$ cat src/rtl/ori_ram_seq.sv
// Orion RAM time-slot sequencer: video channel 0 plus round-robin requestors 1..N_CH-1.
// Optional ORI_SEQ_TURBO_EN hands video slots to the requestors during vertical blank.
module ori_ram_seq #(
    parameter int CYC_LEN   = 4,
    parameter int N_CH      = 3,
    parameter int VID_EVERY = 2
) (
    input  logic            clk_i,
    input  logic            rst_n_i,
    input  logic            cke_i,
    input  logic            vblank_i,
    input  logic [N_CH-1:0] req_i,
    input  logic [N_CH-1:0] wr_i,
    output logic [N_CH-1:0] gnt_o,
    output logic [N_CH-1:0] ack_o,
    output logic            acc_cpu_o,
    output logic            cke_ras_n_o,
    output logic            pix_ld_o,
    output logic            ram_ce_o,
    output logic            ram_oe_o,
    output logic            ram_we_o
);
    localparam int PW = $clog2(CYC_LEN);
    localparam int CW = (VID_EVERY > 1) ? $clog2(VID_EVERY) : 1;
    localparam int OW = $clog2(N_CH);
    localparam int SW = OW + 1;
    localparam logic [PW-1:0] PH_LAST  = PW'(CYC_LEN - 1);
    localparam logic [CW-1:0] CYC_LAST = CW'(VID_EVERY - 1);

    logic [1:0]      r_rst_sync;
    logic            w_rst_n;
    logic            r_started;
    logic [PW-1:0]   r_phase;
    logic [CW-1:0]   r_cyc;
    logic [OW-1:0]   r_rr_ptr;
    logic [OW-1:0]   r_owner;
    logic            r_own_vld;
    logic            r_wr;
    logic [N_CH-1:0] r_gnt;
    logic            r_ce, r_oe, r_we, r_ras_n;

    logic            w_wrap, w_bound, w_vid;
    logic [PW-1:0]   w_phase_nx;
    logic [CW-1:0]   w_cyc_nx;
    logic            w_rr_hit;
    logic [OW-1:0]   w_rr_sel;
    logic [SW-1:0]   w_sum;
    logic [OW-1:0]   w_idx;
    logic            w_vld_nx, w_wr_nx;
    logic [OW-1:0]   w_owner_nx;
    logic            w_unused;

    // Reset asserts asynchronously, releases on a clock edge.
    always_ff @(posedge clk_i or negedge rst_n_i) begin
        if (!rst_n_i) r_rst_sync <= 2'b00;
        else          r_rst_sync <= {r_rst_sync[0], 1'b1};
    end
    assign w_rst_n = r_rst_sync[1];

    assign w_wrap     = !r_started || (r_phase == PH_LAST);
    assign w_bound    = cke_i && w_wrap;
    assign w_phase_nx = w_wrap ? '0 : r_phase + 1'b1;
    assign w_cyc_nx   = (!r_started || r_cyc == CYC_LAST) ? '0 : r_cyc + 1'b1;

`ifdef ORI_SEQ_TURBO_EN
    assign w_vid    = (w_cyc_nx == '0) && !vblank_i;
    assign w_unused = ^{req_i[0], wr_i[0]};
`else
    assign w_vid    = (w_cyc_nx == '0);
    assign w_unused = ^{vblank_i, req_i[0], wr_i[0]};
`endif

    // Descending scan so the channel nearest after rr_ptr is written last and wins.
    always_comb begin
        w_rr_hit = 1'b0;
        w_rr_sel = r_rr_ptr;
        w_sum    = '0;
        w_idx    = '0;
        for (int k = N_CH - 1; k >= 1; k--) begin
            w_sum = {1'b0, r_rr_ptr} + SW'(k);
            if (w_sum > SW'(N_CH - 1)) w_sum = w_sum - SW'(N_CH - 1);
            w_idx = w_sum[OW-1:0];
            if (req_i[w_idx]) begin
                w_rr_hit = 1'b1;
                w_rr_sel = w_idx;
            end
        end
    end

    always_comb begin
        w_vld_nx   = r_own_vld;
        w_owner_nx = r_owner;
        w_wr_nx    = r_wr;
        if (w_bound) begin
            w_vld_nx   = w_vid || w_rr_hit;
            w_owner_nx = w_vid ? '0 : w_rr_sel;
            w_wr_nx    = !w_vid && w_rr_hit && wr_i[w_rr_sel];
        end
    end

    always_ff @(posedge clk_i or negedge w_rst_n) begin
        if (!w_rst_n) begin
            r_started <= 1'b0;
            r_phase   <= '0;
            r_cyc     <= '0;
            r_rr_ptr  <= OW'(N_CH - 1);
            r_owner   <= '0;
            r_own_vld <= 1'b0;
            r_wr      <= 1'b0;
            r_gnt     <= '0;
            r_ce      <= 1'b0;
            r_oe      <= 1'b0;
            r_we      <= 1'b0;
            r_ras_n   <= 1'b1;
        end else if (cke_i) begin
            r_started <= 1'b1;
            r_phase   <= w_phase_nx;
            r_own_vld <= w_vld_nx;
            r_owner   <= w_owner_nx;
            r_wr      <= w_wr_nx;
            if (w_bound) begin
                r_cyc <= w_cyc_nx;
                r_gnt <= w_vld_nx ? (N_CH'(1) << w_owner_nx) : '0;
                if (!w_vid && w_rr_hit) r_rr_ptr <= w_rr_sel;
            end
            // Strobes are registered from next-state so they switch cleanly with the phase.
            r_ce    <= w_vld_nx;
            r_ras_n <= !(w_vld_nx && w_phase_nx == '0);
            r_oe    <= w_vld_nx && !w_wr_nx && (w_phase_nx != '0);
            r_we    <= w_vld_nx && w_wr_nx && (w_phase_nx != '0) && (w_phase_nx != PH_LAST);
        end
    end

    always_comb begin
        ack_o = '0;
        if (cke_i && r_own_vld && r_phase == PH_LAST) ack_o[r_owner] = 1'b1;
    end

    assign gnt_o       = r_gnt;
    assign pix_ld_o    = ack_o[0];
    assign acc_cpu_o   = r_own_vld && (r_owner != '0);
    assign cke_ras_n_o = r_ras_n;
    assign ram_ce_o    = r_ce;
    assign ram_oe_o    = r_oe;
    assign ram_we_o    = r_we;
endmodule

$ cat config.mk
export PLATFORM = sky130hd
export DESIGN_NAME = ori_ram_seq
export DESIGN_NICKNAME = d
export VERILOG_FILES = /design/src/rtl/ori_ram_seq.sv
export SDC_FILE = /design/constraint.sdc
export NUM_CORES = 1
export LEC_CHECK = 0
export BUFFER_PORTS_ARGS = -buffer_cell sky130_fd_sc_hd__buf_2
export CORE_ASPECT_RATIO = 1.25
export CORE_UTILIZATION = 30
export CTS_BUF_LIST = sky130_fd_sc_hd__clkbuf_4 sky130_fd_sc_hd__clkbuf_8
export DETAILED_ROUTE_END_ITERATION = 16
export PLACE_DENSITY = 0.6
export SYNTH_ARGS = -nofsm -noshare
export SYNTH_HDL_FRONTEND = slang
export SYNTH_SLANG_ARGS = --single-unit
$ cat constraint.sdc
create_clock -name clk_i -period 1.52 [get_ports clk_i]
set_input_delay 0.38 -clock clk_i [delete_from_list [all_inputs] [get_ports clk_i]]
set_output_delay 0.38 -clock clk_i [all_outputs]
set_load 0.05 [all_outputs]
==> flow_summary.yaml <==
floorplan:
  dieArea_mm2: 0.00295
  fp.dieW_um: 48.8
  initial_core_util_pct: 32.8
  core.rowCount: 20
  core_mm2: 0.00250
  fp.dieH_um: 60.5
  ioPinCount: 22
pwr:
  powerDensity_mw_per_mm2: 2020
  ir_worst_vdd_v: 0.000782
  p_leak_uw: 0.000542
grt:
  grt_start_max_net_pins: 17
  grt_pass1_wl_um: 2990
  grt_pass1_vias: 667
  antenna_found_initial: 0
  overflow: 0
  grt_usage_pct: 13.5
sta:
  post-route-period-util_pct: 113
  tightest_slew_ns: 0.628
  fmax_mhz: 582
  hold_slack_ns: 0.265
  rsz0062_at_grt: "true"
  finClkSkew_ns: 0.00421
  tns_ns: -0.819
  setup_slack_ns: -0.199
  slew-limit-headroom_pct: 58.1
  period_needed_ns: 1.72
  setup_viol: 6
  drv_slew: 0
  hold_viol_final: 0
critical_path:
  r2r_cells: 7
  worst_setup_path_end_kind: "primary output"
  rrSetupSlack_ns: -0.09
  crit_fanout: 3
  reg2reg_from: "r_phase[0]"
  timing.critical_path.from_type: "register"
  worstPathArrival_ns: 1.34
  required_ns: 1.14
  r2r-end: "ram_oe_o"
  worstSetupPathType: "reg -> out"
clocking:
  cts_tree: "done"
  cts_max_path_buffers: 2
  insertion_delay_ns: 0.29
  htree_levels: 1
  cts_buffers: 3
  clock-sinks: 18
  clock-root-buffer: "clkbuf_4"
  path_clk_slew_ns: 0.11
routing:
  routed_wl_um: 1730
  first_pass_iters: 2
  drtIter0Drc: 15
  viasPerCell: 4.90
  drc: 0
  ant_nets: 0
  num_vias: 701
  post_drt_wl_per_cell_um: 12.1
cells_and_area:
  fin_nets: 122
  drive_above_1_share_pct: 50.0
  fillerInstances: 257
  n_antenna_cell: 0
  area_growth_pct: 44.6
  final_util_pct: 47.5
logic_synthesis:
  synthArstFlopShare_pct: 100
  synth_area_leaders: "dfrtp_1 (49%), dfstp_2 (6.4%), nand2_1 (4.6%), a21oi_1 (3.7%), nor2_1 (2.3%)"
  netlist.area_leader.share_pct: 48.7
  yosys_warnings: 0
  syn_nets: 89
  yosysTopAreaCell: "dfrtp_1"
  yosysUniqueCellTypes: 35
  synth_edf_count: 0
  synth_top_flop_cell: "dfrtp_1"
  synthCells: 78
  ys_ff_latch: 18
  synth_area_um2: 822
  yosysMostFrequentCell: "dfrtp_1"
  synth_commonest_cells: "dfrtp_1 (16), nand2_1 (10), a21oi_1 (6)"
  synth_seq_area_share_pct: 55.1
  post_synth.cell_area_avg_um2: 10.5
placement:
  hpwlAfterDp_um: 1260
  portBuffers: 19
  place_congestion: 0.738
status:
  violations: "setup timing"
  status: "finished with violations"
min_path:
  min_path_type: "reg -> async"
flow_run:
  drv_cap: 0
-- metrics by stage --
stage / power, uW / area [um2] / std cells / setup WS (ns)
3_3_place_gp: 1930 / 1050 / 135 / 0.0407
4_1_cts: 2350 / 1150 / 141 / -0.224
3_5_place_dp: 1950 / 1050 / 135 / 0.0135
5_1_grt: 2580 / 1190 / 143 / -0.300
2_1_floorplan: 1680 / 875 / 78 / -0.291
6_report: 2410 / 1190 / 143 / -0.199
-- repair_timing --
action	4_1_cts	5_1_grt
endpoints found under the hold margin	2	0
setup buffers	1	2
setup endpoints to repair	5	8
pin swaps	3	3
resized for setup	14	6
hold buffers	1	0
-- layer usage --
metal,GRT usage (%),wire length (um),vias up
li1,-,-,345
met1,16.0,732,345
met2,24.0,927,9
met3,1.75,48,2
met4,7.56,18,0
met5,0,0,-
-- placed cells by master (no fill, tap or decap), types with 2 or more instances in the layout --
| cell type | instances |
|---|---|
| dfstp_2 | 2 |
| a21oi_1 | 4 |
| clkbuf_4 | 3 |
| o21ai_1 | 2 |
| nor3b_2 | 2 |
| a21oi_2 | 2 |
| buf_4 | 8 |
| dfrtp_1 | 13 |
| a31oi_1 | 2 |
| nand2_1 | 10 |
| dfrtp_2 | 3 |
| a22o_1 | 2 |
| buf_6 | 7 |
| buf_2 | 14 |
| o31ai_1 | 2 |
| nand2_2 | 2 |
| nor2_1 | 5 |
| inv_1 | 3 |
-- layout make-up --
cell class / instances / area, um2 / share of cell area (%)
flip-flops and latches: 18 / 457 / 38.4
multi-input cells: 55 / 424 / 35.7
repair buffers: 30 / 219 / 18.4
well taps: 33 / 41.3 / 3.47
clock buffers: 4 / 36.3 / 3.05
inverters: 3 / 11.3 / 0.947
-- registers in the layout, indices dropped and copies added, names as in the netlist --
register / count
r_owner: 2
r_rst_sync: 2
cke_ras_n_o: 1
ram_ce_o: 1
ram_we_o: 1
r_rr_ptr: 2
ram_oe_o: 1
r_cyc: 1
gnt_o: 3
r_started: 1
r_phase: 2
r_wr: 1
-- worst max-delay path by stage --
stage                    start       end  slack (ns)
finish              r_phase[0]  ack_o[2]       -0.20
global route        r_phase[0]  ack_o[2]       -0.30
floorplan             ram_ce_o  ack_o[0]       -0.29
detailed placement  r_phase[1]  ack_o[2]        0.01
global placement      req_i[1]      r_wr        0.04
CTS                 r_phase[0]  ack_o[2]       -0.22
-- cells by family after synthesis --
logic type | count (synthesis) | synth area share, %
AOI/OAI and AO/OA | 21 | 16.7
xor gates and xnor gates | 1 | 1.07
adders and majority gates | 1 | 1.52
buffers and inverters | 5 | 2.74
DFF | 18 | 55.1
muxes | 1 | 1.37
other | 1 | 0.456
and+or+nand+nor | 30 | 21.0
-- critical path, stage by stage, from the launching register on --
cell and delay (ns):
dfrtp_1 0.41, ha_4 0.16, nand3_4 0.09, nor3b_2 0.21, buf_6 0.18
-- power by group --
group	leakage (uW)	internal [uW]	switching (uW)
clock	0.0000210	146	148
combinational	0.000310	515	742
sequential	0.000211	675	180
Note: power is estimated with default switching activity, not from simulation.
